`config.mk`:
```
export PLATFORM = sky130hd
export DESIGN_NAME = sprite_physics_mover_flat
export DESIGN_NICKNAME = d
export VERILOG_FILES = /design/src/rtl/sprite_physics_mover_if.sv /design/src/rtl/sprite_physics_mover.sv /design/src/flat_wrapper.sv
export SDC_FILE = /design/constraint.sdc
export NUM_CORES = 2
export LEC_CHECK = 0
export ABC_CLOCK_PERIOD_IN_PS = 6050
export CAP_MARGIN = 20
export CORE_AREA = 8 8 658 660
export CTS_CLUSTER_SIZE = 28
export DETAILED_ROUTE_END_ITERATION = 12
export DIE_AREA = 0 0 666 668
export SYNTH_ARGS = -nofsm -noshare
export SYNTH_HDL_FRONTEND = slang
export SYNTH_SLANG_ARGS = --single-unit
```
`constraint.sdc`:
```
create_clock -name vga_clock -period 6.05 [get_ports vga_clock]
set_input_delay 1.21 -clock vga_clock [delete_from_list [all_inputs] [get_ports vga_clock]]
set_output_delay 1.21 -clock vga_clock [all_outputs]
set_load 0.03 [all_outputs]
```
`src/rtl/sprite_physics_mover_if.sv`:
```
// Sprite mover signal bundle: button levels and tile map in, committed sprite
// state out. The master side is whoever owns the buttons and the map (top
// level or bench); the slave side is the mover itself.
interface sprite_physics_mover_if #(
  parameter int ROWS = 12,
  parameter int COLS = 17
);

  // Inputs to the mover
  logic                            left;
  logic                            right;
  logic                            jump;
  logic [0:ROWS-1][0:COLS-1][7:0]  background;

  // Outputs from the mover
  logic signed [31:0]              sprite_x;
  logic signed [31:0]              sprite_y;
  logic                            grounded;
  logic                            facing_left;
  logic                            busy;

  modport master (
    output left,
    output right,
    output jump,
    output background,
    input  sprite_x,
    input  sprite_y,
    input  grounded,
    input  facing_left,
    input  busy
  );

  modport slave (
    input  left,
    input  right,
    input  jump,
    input  background,
    output sprite_x,
    output sprite_y,
    output grounded,
    output facing_left,
    output busy
  );

endinterface

```
`src/rtl/sprite_physics_mover.sv`:
```
// Sprite physics mover: owns one sprite's position and velocity, steps it one
// pixel per cycle against the tile map on every frame tick, and commits the
// new x/y pair atomically for the renderer.
// Optional build macro: VARIABLE_JUMP_EN -- when defined, releasing jump while
// rising halves the upward speed each tick, giving a shorter hop.
module sprite_physics_mover #(
  parameter int          ROWS        = 12,
  parameter int          COLS        = 17,
  parameter int          BLOCK_WIDTH = 40,
  parameter int          SPRITE_W    = 40,
  parameter int          SPRITE_H    = 40,
  parameter logic [7:0]  BDR         = 8'd0,
  parameter logic [7:0]  SKY         = 8'd1,
  parameter logic [7:0]  BLK         = 8'd2,
  parameter logic [7:0]  GND         = 8'd3,
  parameter logic [7:0]  TKN         = 8'd4,
  parameter int          TICK_DIV    = 416667,
  parameter int          ACCEL       = 1,
  parameter int          MAX_VX      = 4,
  parameter int          GRAVITY     = 1,
  parameter int          MAX_VY      = 8,
  parameter int          JUMP_V      = 12,
  parameter int          START_X     = 40,
  parameter int          START_Y     = 360
) (
  input  logic                  vga_clock,
  input  logic                  reset,
  sprite_physics_mover_if.slave bus
);

  // Map geometry and index widths
  localparam int MAP_W   = COLS * BLOCK_WIDTH;
  localparam int MAP_H   = ROWS * BLOCK_WIDTH;
  localparam int MAP_MAX = (MAP_W > MAP_H) ? MAP_W : MAP_H;
  localparam int CW      = (MAP_MAX > 1) ? $clog2(MAP_MAX) : 1;
  localparam int CIW     = (COLS > 1) ? $clog2(COLS) : 1;
  localparam int RIW     = (ROWS > 1) ? $clog2(ROWS) : 1;
  localparam int CNT_W   = (TICK_DIV > 1) ? $clog2(TICK_DIV) : 1;

  // Velocity constants at working width
  localparam logic signed [15:0] ACCEL_S   = 16'(ACCEL);
  localparam logic signed [15:0] MAX_VX_S  = 16'(MAX_VX);
  localparam logic signed [15:0] GRAVITY_S = 16'(GRAVITY);
  localparam logic signed [15:0] MAX_VY_S  = 16'(MAX_VY);
  localparam logic signed [15:0] JUMP_V_S  = 16'(JUMP_V);

  typedef enum logic [2:0] {
    S_IDLE,
    S_LATCH,
    S_MOVE_X,
    S_MOVE_Y,
    S_PROBE,
    S_COMMIT
  } state_t;

  // Frame-tick divider
  logic [CNT_W-1:0]   cnt_q, cnt_d;
  logic               tick;

  // Control and physics state
  state_t             state_q, state_d;
  logic signed [31:0] x_q, x_d;
  logic signed [31:0] y_q, y_d;
  logic signed [31:0] wx_q, wx_d;
  logic signed [31:0] wy_q, wy_d;
  logic signed [15:0] vx_q, vx_d;
  logic signed [15:0] vy_q, vy_d;
  logic [15:0]        steps_q, steps_d;
  logic               grounded_q, grounded_d;
  logic               facing_left_q, facing_left_d;
  logic               jump_prev_q, jump_prev_d;
  logic               busy_q, busy_d;

  // LATCH-cycle temporaries
  logic signed [15:0] vx_new;
  logic signed [15:0] vy_rel;
  logic signed [15:0] vy_new;

  // Two shared collision probes: pixel coordinates and their solidity
  logic signed [31:0] probe_x [2];
  logic signed [31:0] probe_y [2];
  logic [1:0]         probe_solid;

  function automatic logic [15:0] mag(input logic signed [15:0] v);
    return (v < 16'sd0) ? 16'(-v) : 16'(v);
  endfunction

  // Tick pulses for one cycle when the divider wraps
  assign tick  = (cnt_q == CNT_W'(TICK_DIV - 1));
  assign cnt_d = tick ? '0 : cnt_q + 1'b1;

  // Divider register; keeps running regardless of FSM activity
  always_ff @(posedge vga_clock) begin
    if (reset) begin
      cnt_q <= '0;
    end else begin
      cnt_q <= cnt_d;
    end
  end

  // Place the two probe points for the current state: leading edge while
  // moving, the row just beneath the feet otherwise
  always_comb begin
    probe_x[0] = wx_q;
    probe_x[1] = wx_q + SPRITE_W - 1;
    probe_y[0] = wy_q + SPRITE_H;
    probe_y[1] = wy_q + SPRITE_H;
    case (state_q)
      S_MOVE_X: begin
        probe_x[0] = (vx_q < 16'sd0) ? wx_q - 32'sd1 : wx_q + SPRITE_W;
        probe_x[1] = probe_x[0];
        probe_y[0] = wy_q;
        probe_y[1] = wy_q + SPRITE_H - 1;
      end
      S_MOVE_Y: begin
        probe_y[0] = (vy_q < 16'sd0) ? wy_q - 32'sd1 : wy_q + SPRITE_H;
        probe_y[1] = probe_y[0];
      end
      default: begin
      end
    endcase
  end

  // Tile lookup per probe. Anything off the map counts as solid so the
  // sprite can never leave it; unrecognised tile codes are also treated as
  // solid so a corrupted map cannot open a hole.
  genvar gi;
  generate
    for (gi = 0; gi < 2; gi++) begin : g_probe
      logic            in_map;
      logic [CW-1:0]   px_u;
      logic [CW-1:0]   py_u;
      logic [CIW-1:0]  col_idx;
      logic [RIW-1:0]  row_idx;
      logic [7:0]      code;
      logic            known_solid;
      logic            passable;

      assign in_map      = (probe_x[gi] >= 32'sd0) && (probe_x[gi] < MAP_W) &&
                           (probe_y[gi] >= 32'sd0) && (probe_y[gi] < MAP_H);
      assign px_u        = probe_x[gi][CW-1:0];
      assign py_u        = probe_y[gi][CW-1:0];
      assign col_idx     = CIW'(px_u / CW'(BLOCK_WIDTH));
      assign row_idx     = RIW'(py_u / CW'(BLOCK_WIDTH));
      assign code        = bus.background[row_idx][col_idx];
      assign known_solid = (code == BDR) || (code == BLK) || (code == GND);
      assign passable    = (code == SKY) || (code == TKN);
      assign probe_solid[gi] = !in_map || known_solid || !passable;
    end
  endgenerate

  // Next-state and datapath logic for the per-tick update sequence
  always_comb begin
    state_d       = state_q;
    x_d           = x_q;
    y_d           = y_q;
    wx_d          = wx_q;
    wy_d          = wy_q;
    vx_d          = vx_q;
    vy_d          = vy_q;
    steps_d       = steps_q;
    grounded_d    = grounded_q;
    facing_left_d = facing_left_q;
    jump_prev_d   = jump_prev_q;
    vx_new        = vx_q;
    vy_rel        = vy_q;
    vy_new        = vy_q;

    case (state_q)
      S_IDLE: begin
        if (tick) state_d = S_LATCH;
      end

      S_LATCH: begin
        wx_d        = x_q;
        wy_d        = y_q;
        jump_prev_d = bus.jump;

        // Horizontal: accelerate toward the pressed side, else decay to rest
        if (bus.left ^ bus.right) begin
          facing_left_d = bus.left;
          if (bus.left) begin
            vx_new = vx_q - ACCEL_S;
            if (vx_new < -MAX_VX_S) vx_new = -MAX_VX_S;
          end else begin
            vx_new = vx_q + ACCEL_S;
            if (vx_new > MAX_VX_S) vx_new = MAX_VX_S;
          end
        end else if (vx_q > 16'sd0) begin
          vx_new = (vx_q > ACCEL_S) ? vx_q - ACCEL_S : 16'sd0;
        end else if (vx_q < 16'sd0) begin
          vx_new = (vx_q < -ACCEL_S) ? vx_q + ACCEL_S : 16'sd0;
        end

`ifdef VARIABLE_JUMP_EN
        // Cut the ascent short when jump is let go while still rising
        if (!bus.jump && (vy_q < 16'sd0)) vy_rel = vy_q / 16'sd2;
`else
        vy_rel = vy_q;
`endif

        // Vertical: a fresh press while standing launches, else gravity
        if (bus.jump && !jump_prev_q && grounded_q) begin
          vy_new = -JUMP_V_S;
        end else begin
          vy_new = vy_rel + GRAVITY_S;
          if (vy_new > MAX_VY_S) vy_new = MAX_VY_S;
        end

        vx_d = vx_new;
        vy_d = vy_new;

        if (vx_new != 16'sd0) begin
          state_d = S_MOVE_X;
          steps_d = mag(vx_new);
        end else if (vy_new != 16'sd0) begin
          state_d = S_MOVE_Y;
          steps_d = mag(vy_new);
        end else begin
          state_d = S_PROBE;
        end
      end

      S_MOVE_X: begin
        if (probe_solid != 2'b00) begin
          vx_d = 16'sd0;
        end else begin
          wx_d = (vx_q < 16'sd0) ? wx_q - 32'sd1 : wx_q + 32'sd1;
        end
        if ((probe_solid != 2'b00) || (steps_q == 16'd1)) begin
          if (vy_q != 16'sd0) begin
            state_d = S_MOVE_Y;
            steps_d = mag(vy_q);
          end else begin
            state_d = S_PROBE;
          end
        end else begin
          steps_d = steps_q - 16'd1;
        end
      end

      S_MOVE_Y: begin
        // Landing and head bumps both kill vertical speed
        if (probe_solid != 2'b00) begin
          vy_d = 16'sd0;
        end else begin
          wy_d = (vy_q < 16'sd0) ? wy_q - 32'sd1 : wy_q + 32'sd1;
        end
        if ((probe_solid != 2'b00) || (steps_q == 16'd1)) begin
          state_d = S_PROBE;
        end else begin
          steps_d = steps_q - 16'd1;
        end
      end

      S_PROBE: begin
        grounded_d = (probe_solid != 2'b00);
        state_d    = S_COMMIT;
      end

      S_COMMIT: begin
        // Both coordinates change on the same edge so no torn pair is seen
        x_d     = wx_q;
        y_d     = wy_q;
        state_d = S_IDLE;
      end

      default: begin
        state_d = S_IDLE;
      end
    endcase

    busy_d = (state_d != S_IDLE);
  end

  // FSM and physics registers; reset abandons any update in flight
  always_ff @(posedge vga_clock) begin
    if (reset) begin
      state_q       <= S_IDLE;
      x_q           <= START_X;
      y_q           <= START_Y;
      wx_q          <= START_X;
      wy_q          <= START_Y;
      vx_q          <= 16'sd0;
      vy_q          <= 16'sd0;
      steps_q       <= 16'd0;
      grounded_q    <= 1'b0;
      facing_left_q <= 1'b0;
      jump_prev_q   <= 1'b0;
      busy_q        <= 1'b0;
    end else begin
      state_q       <= state_d;
      x_q           <= x_d;
      y_q           <= y_d;
      wx_q          <= wx_d;
      wy_q          <= wy_d;
      vx_q          <= vx_d;
      vy_q          <= vy_d;
      steps_q       <= steps_d;
      grounded_q    <= grounded_d;
      facing_left_q <= facing_left_d;
      jump_prev_q   <= jump_prev_d;
      busy_q        <= busy_d;
    end
  end

  assign bus.sprite_x    = x_q;
  assign bus.sprite_y    = y_q;
  assign bus.grounded    = grounded_q;
  assign bus.facing_left = facing_left_q;
  assign bus.busy        = busy_q;

endmodule

```
`src/flat_wrapper.sv`:
```
// flat-port wrapper written by rule: the top's interface ports become plain ports
module sprite_physics_mover_flat 
#(
  parameter int          ROWS        = 12,
  parameter int          COLS        = 17,
  parameter int          BLOCK_WIDTH = 40,
  parameter int          SPRITE_W    = 40,
  parameter int          SPRITE_H    = 40,
  parameter logic [7:0]  BDR         = 8'd0,
  parameter logic [7:0]  SKY         = 8'd1,
  parameter logic [7:0]  BLK         = 8'd2,
  parameter logic [7:0]  GND         = 8'd3,
  parameter logic [7:0]  TKN         = 8'd4,
  parameter int          TICK_DIV    = 416667,
  parameter int          ACCEL       = 1,
  parameter int          MAX_VX      = 4,
  parameter int          GRAVITY     = 1,
  parameter int          MAX_VY      = 8,
  parameter int          JUMP_V      = 12,
  parameter int          START_X     = 40,
  parameter int          START_Y     = 360
)
  (vga_clock, reset, bus_left, bus_right, bus_jump, bus_background, bus_sprite_x, bus_sprite_y, bus_grounded, bus_facing_left, bus_busy);
  sprite_physics_mover_if #(.ROWS(ROWS), .COLS(COLS)) bus_i ();
  input  logic vga_clock;
  input  logic reset;
  input wire logic [$bits(bus_i.left)-1:0] bus_left;
  input wire logic [$bits(bus_i.right)-1:0] bus_right;
  input wire logic [$bits(bus_i.jump)-1:0] bus_jump;
  input wire logic [$bits(bus_i.background)-1:0] bus_background;
  output wire logic [$bits(bus_i.sprite_x)-1:0] bus_sprite_x;
  output wire logic [$bits(bus_i.sprite_y)-1:0] bus_sprite_y;
  output wire logic [$bits(bus_i.grounded)-1:0] bus_grounded;
  output wire logic [$bits(bus_i.facing_left)-1:0] bus_facing_left;
  output wire logic [$bits(bus_i.busy)-1:0] bus_busy;
  assign bus_i.left = bus_left;
  assign bus_i.right = bus_right;
  assign bus_i.jump = bus_jump;
  assign bus_i.background = bus_background;
  assign bus_sprite_x = bus_i.sprite_x;
  assign bus_sprite_y = bus_i.sprite_y;
  assign bus_grounded = bus_i.grounded;
  assign bus_facing_left = bus_i.facing_left;
  assign bus_busy = bus_i.busy;
  sprite_physics_mover #(.ROWS(ROWS), .COLS(COLS), .BLOCK_WIDTH(BLOCK_WIDTH), .SPRITE_W(SPRITE_W), .SPRITE_H(SPRITE_H), .BDR(BDR), .SKY(SKY), .BLK(BLK), .GND(GND), .TKN(TKN), .TICK_DIV(TICK_DIV), .ACCEL(ACCEL), .MAX_VX(MAX_VX), .GRAVITY(GRAVITY), .MAX_VY(MAX_VY), .JUMP_V(JUMP_V), .START_X(START_X), .START_Y(START_Y)) u_core (.vga_clock(vga_clock), .reset(reset), .bus(bus_i));
endmodule
```
==> flow_summary.yaml <==
critical_path:
  path_buf_inv: 11
  critPathSlowestCell: "or4_4"
  crit_family: "compound AO/OA/AOI/OAI gates"
  cp.required_ps: 6470
  path_class: "reg2reg"
  start_kind: "register"
  max_stage_delay_ps: 490
  crit_path_frequent_cell: "buf_4"
  crit_arrival_ps: 7550
  end_kind: "register"
  crit_fanout: 8
power:
  power_mw: 5.74
  ir_worst_vdd_v: 0.000194
  power.density_nw_per_um2: 64.1
  power_frac_comb: 0.442
  power.share.switching: 0.331
  internal-power_mw: 3.84
  seqPwrFrac: 0.232
  p_switching_mw: 1.90
  p_leak_nw: 32.9
  p_clk_frac: 0.326
final_layout:
  stdcell_area_sq_um: 89600
  fin_util: 0.212
  synthToLayoutAreaGrowth_pct: 97.6
  layout_common_cells: "clkdlybuf4s50_1, buf_4, nand2_1"
  fin_nets: 11600
  layout_commonest_cell: "clkdlybuf4s50_1"
  final.fill_count: 47500
  drive_gt1_frac: 0.263
placed_design:
  gp_congestion: 1.04
  hpwl_microns: 586000
  placed_area_sq_um: 82100
  port_buffers: 1703
drt:
  drt_iter0_drc: 11100
  drcViolationCount: 0
  wl_microns: 674000
  via_per_inst: 5.05
  vias: 80300
  ant_nets: 0
  drtPass1Iterations: 9
  wl_per_cell_microns: 42.4
sta:
  slew_violations: 0
  setup_slack_ps: -1070
  rsz0062_at_grt: "yes"
  hold_viol: 0
  relSlewSlack: 0.264
  finalSetupViolCount: 117
  tightest_slew_ps: 1090
  holdWs_ps: 462
  fmax_mhz: 140
  fin_crit_sh: 1.18
  fin_crit_ps: 7120
  finClkSkew_ps: 13.0
  finalSetupTns_ps: -112390
yosys:
  netlist_area_sq_um: 45300
  synth.distinct_cells: 132
  syn_avg_cell_area_sq_um: 6.50
  yosysWarnings: 0
  synth_cells: 6973
  synth_edf_count: 0
  ys_seq_elements: 202
  synth_fp_nets: 8639
  ys.flop_type: "dfxtp_1"
  synth-async-reset-ratio: 0
  seq_area_frac_synth: 0.0892
cts:
  clock_latency_ps: 580
  clock-sinks: 202
  cts-htree-levels: 1
  cts_buffers: 27
  path_clk_slew_ps: 60
  cts_tree: "built"
  cts_buffer_depth: 3
  clock-root-buffer: "clkbuf_16"
job:
  maxCapViolCount: 0
die:
  io_pins: 1704
  die-area_sq_um: 445000
  fp.coreArea_sq_um: 422000
  chipWidth_microns: 666
  start_util: 0.107
  die_h_microns: 668
  fp-row-count: 239
global_routing:
  antenna_found_initial: 461
  grt_pass1_wl_microns: 828000
  grt.total_usage: 0.282
  grt_max_degree: 76
  overflow: 0
  first_global_vias: 73600
run_status:
  violations: "setup timing"
  status: "finished with violations"
hold_path:
  hp-class: "reg2reg"
per-stage QoR:
stage | setup WS [ps] | std cells
finish | -1070 | 15900
CTS | -949 | 15500
detailed placement | -2740 | 15300
floorplan | 2.17 | 6973
global placement | -2670 | 15300
global route | -1160 | 15800
final cells by class:
cell class / count / area [sq um] / area share
Multi-Input combinational cell: 6037 / 41300 / 0.461
Clock inverter: 18 / 282 / 0.00314
Timing Repair Buffer: 3575 / 35100 / 0.392
Inverter: 69 / 269 / 0.00300
Tap cell: 5663 / 7090 / 0.0791
Clock buffer: 31 / 731 / 0.00816
Sequential cell: 202 / 4070 / 0.0454
Antenna cell: 302 / 756 / 0.00844
layer usage:
metal  routed length (microns)  track usage  share of wire  vias up
met4                     60000        0.207          0.089      160
met3                     74000       0.0975           0.11     1682
met2                    296000        0.441           0.44     6162
met5                      1010            0         0.0015        -
li1                          -            -              -    33000
met1                    244000        0.318           0.36    39300
state kept, by name, summed over array words and instances, names as in the netlist:
| name | cells |
|---|---|
| u_core.vx_q | 16 |
| u_core.bus.sprite_y | 32 |
| u_core.bus.busy | 1 |
| u_core.steps_q | 16 |
| u_core.vy_q | 16 |
| u_core.bus.grounded | 1 |
| u_core.wy_q | 32 |
| u_core.cnt_q | 19 |
| u_core.bus.facing_left | 1 |
| u_core.bus.sprite_x | 32 |
| u_core.jump_prev_q | 1 |
| u_core.wx_q | 32 |
| u_core.state_q | 3 |
worst register-to-register path, delay by kind of cell (launching register included):
family                     cells  cell delay (ps)
AOI/OAI and AO/OA             11             2480
DFF                            1              380
buffers and inverters         11             1710
adders and majority gates      1              200
muxes                          3              830
xor gates and xnor gates       1              140
and+or+nand+nor                4             1210
power groups by stage:
| stage | Clock [mW] | Combinational [mW] | Sequential [mW] |
|---|---|---|---|
| finish | 1.87 | 2.53 | 1.33 |
| global route | 1.95 | 2.57 | 1.33 |
| CTS | 1.90 | 2.44 | 1.33 |
| detailed placement | 0 | 2.39 | 1.36 |
| global placement | 0 | 2.41 | 1.36 |
| floorplan | 0 | 0.483 | 1.36 |
cells in the mapped netlist, types with 87 or more instances:
| master | number | area, sq um |
|---|---|---|
| nor2_1 | 457 | 1720 |
| a211oi_1 | 93 | 698 |
| nand3_1 | 425 | 2130 |
| mux2i_1 | 381 | 3810 |
| clkbuf_1 | 281 | 1050 |
| o21ai_0 | 301 | 1510 |
| buf_2 | 263 | 1320 |
| xnor2_1 | 136 | 1190 |
| nand2_1 | 1280 | 4800 |
| a31oi_1 | 153 | 957 |
| nor4_1 | 133 | 832 |
| dfxtp_1 | 202 | 4040 |
| nand4_1 | 108 | 676 |
| o22ai_1 | 108 | 676 |
| xor2_1 | 93 | 815 |
| nor3_1 | 410 | 2050 |
| and3_1 | 87 | 544 |
| or3_1 | 100 | 626 |
| a21oi_1 | 392 | 1960 |
| a221oi_1 | 110 | 963 |
| o221ai_1 | 87 | 762 |
worst paths after layout:
kind	startpoint	end	slack, ps	depth (start not counted)
worst min register to register	u_core.jump_prev_q	u_core.jump_prev_q	460	2
worst min-delay path	u_core.jump_prev_q	u_core.jump_prev_q	460	2
worst max-delay path	u_core.wy_q[3]	u_core.bus.busy	-1070	31
worst max register to register	u_core.wy_q[3]	u_core.bus.busy	-1070	31
kinds of logic after synthesis:
family	synth area share
multiplexers	0.116
adder cells (fa/ha/maj)	0.00961
flip-flops	0.0892
XOR/XNOR	0.0443
AND/OR/NAND/NOR	0.334
AO/OA/AOI/OAI	0.330
buffers and inverters	0.0777
what timing repair did:
item,CTS,global route
pin swaps,154,120
setup buffers,106,99
setup endpoints to repair,117,117
resized for setup,407,247
cloned,16,7
hold buffers,0,0
No activity file was read; power rests on OpenSTA's default activity.
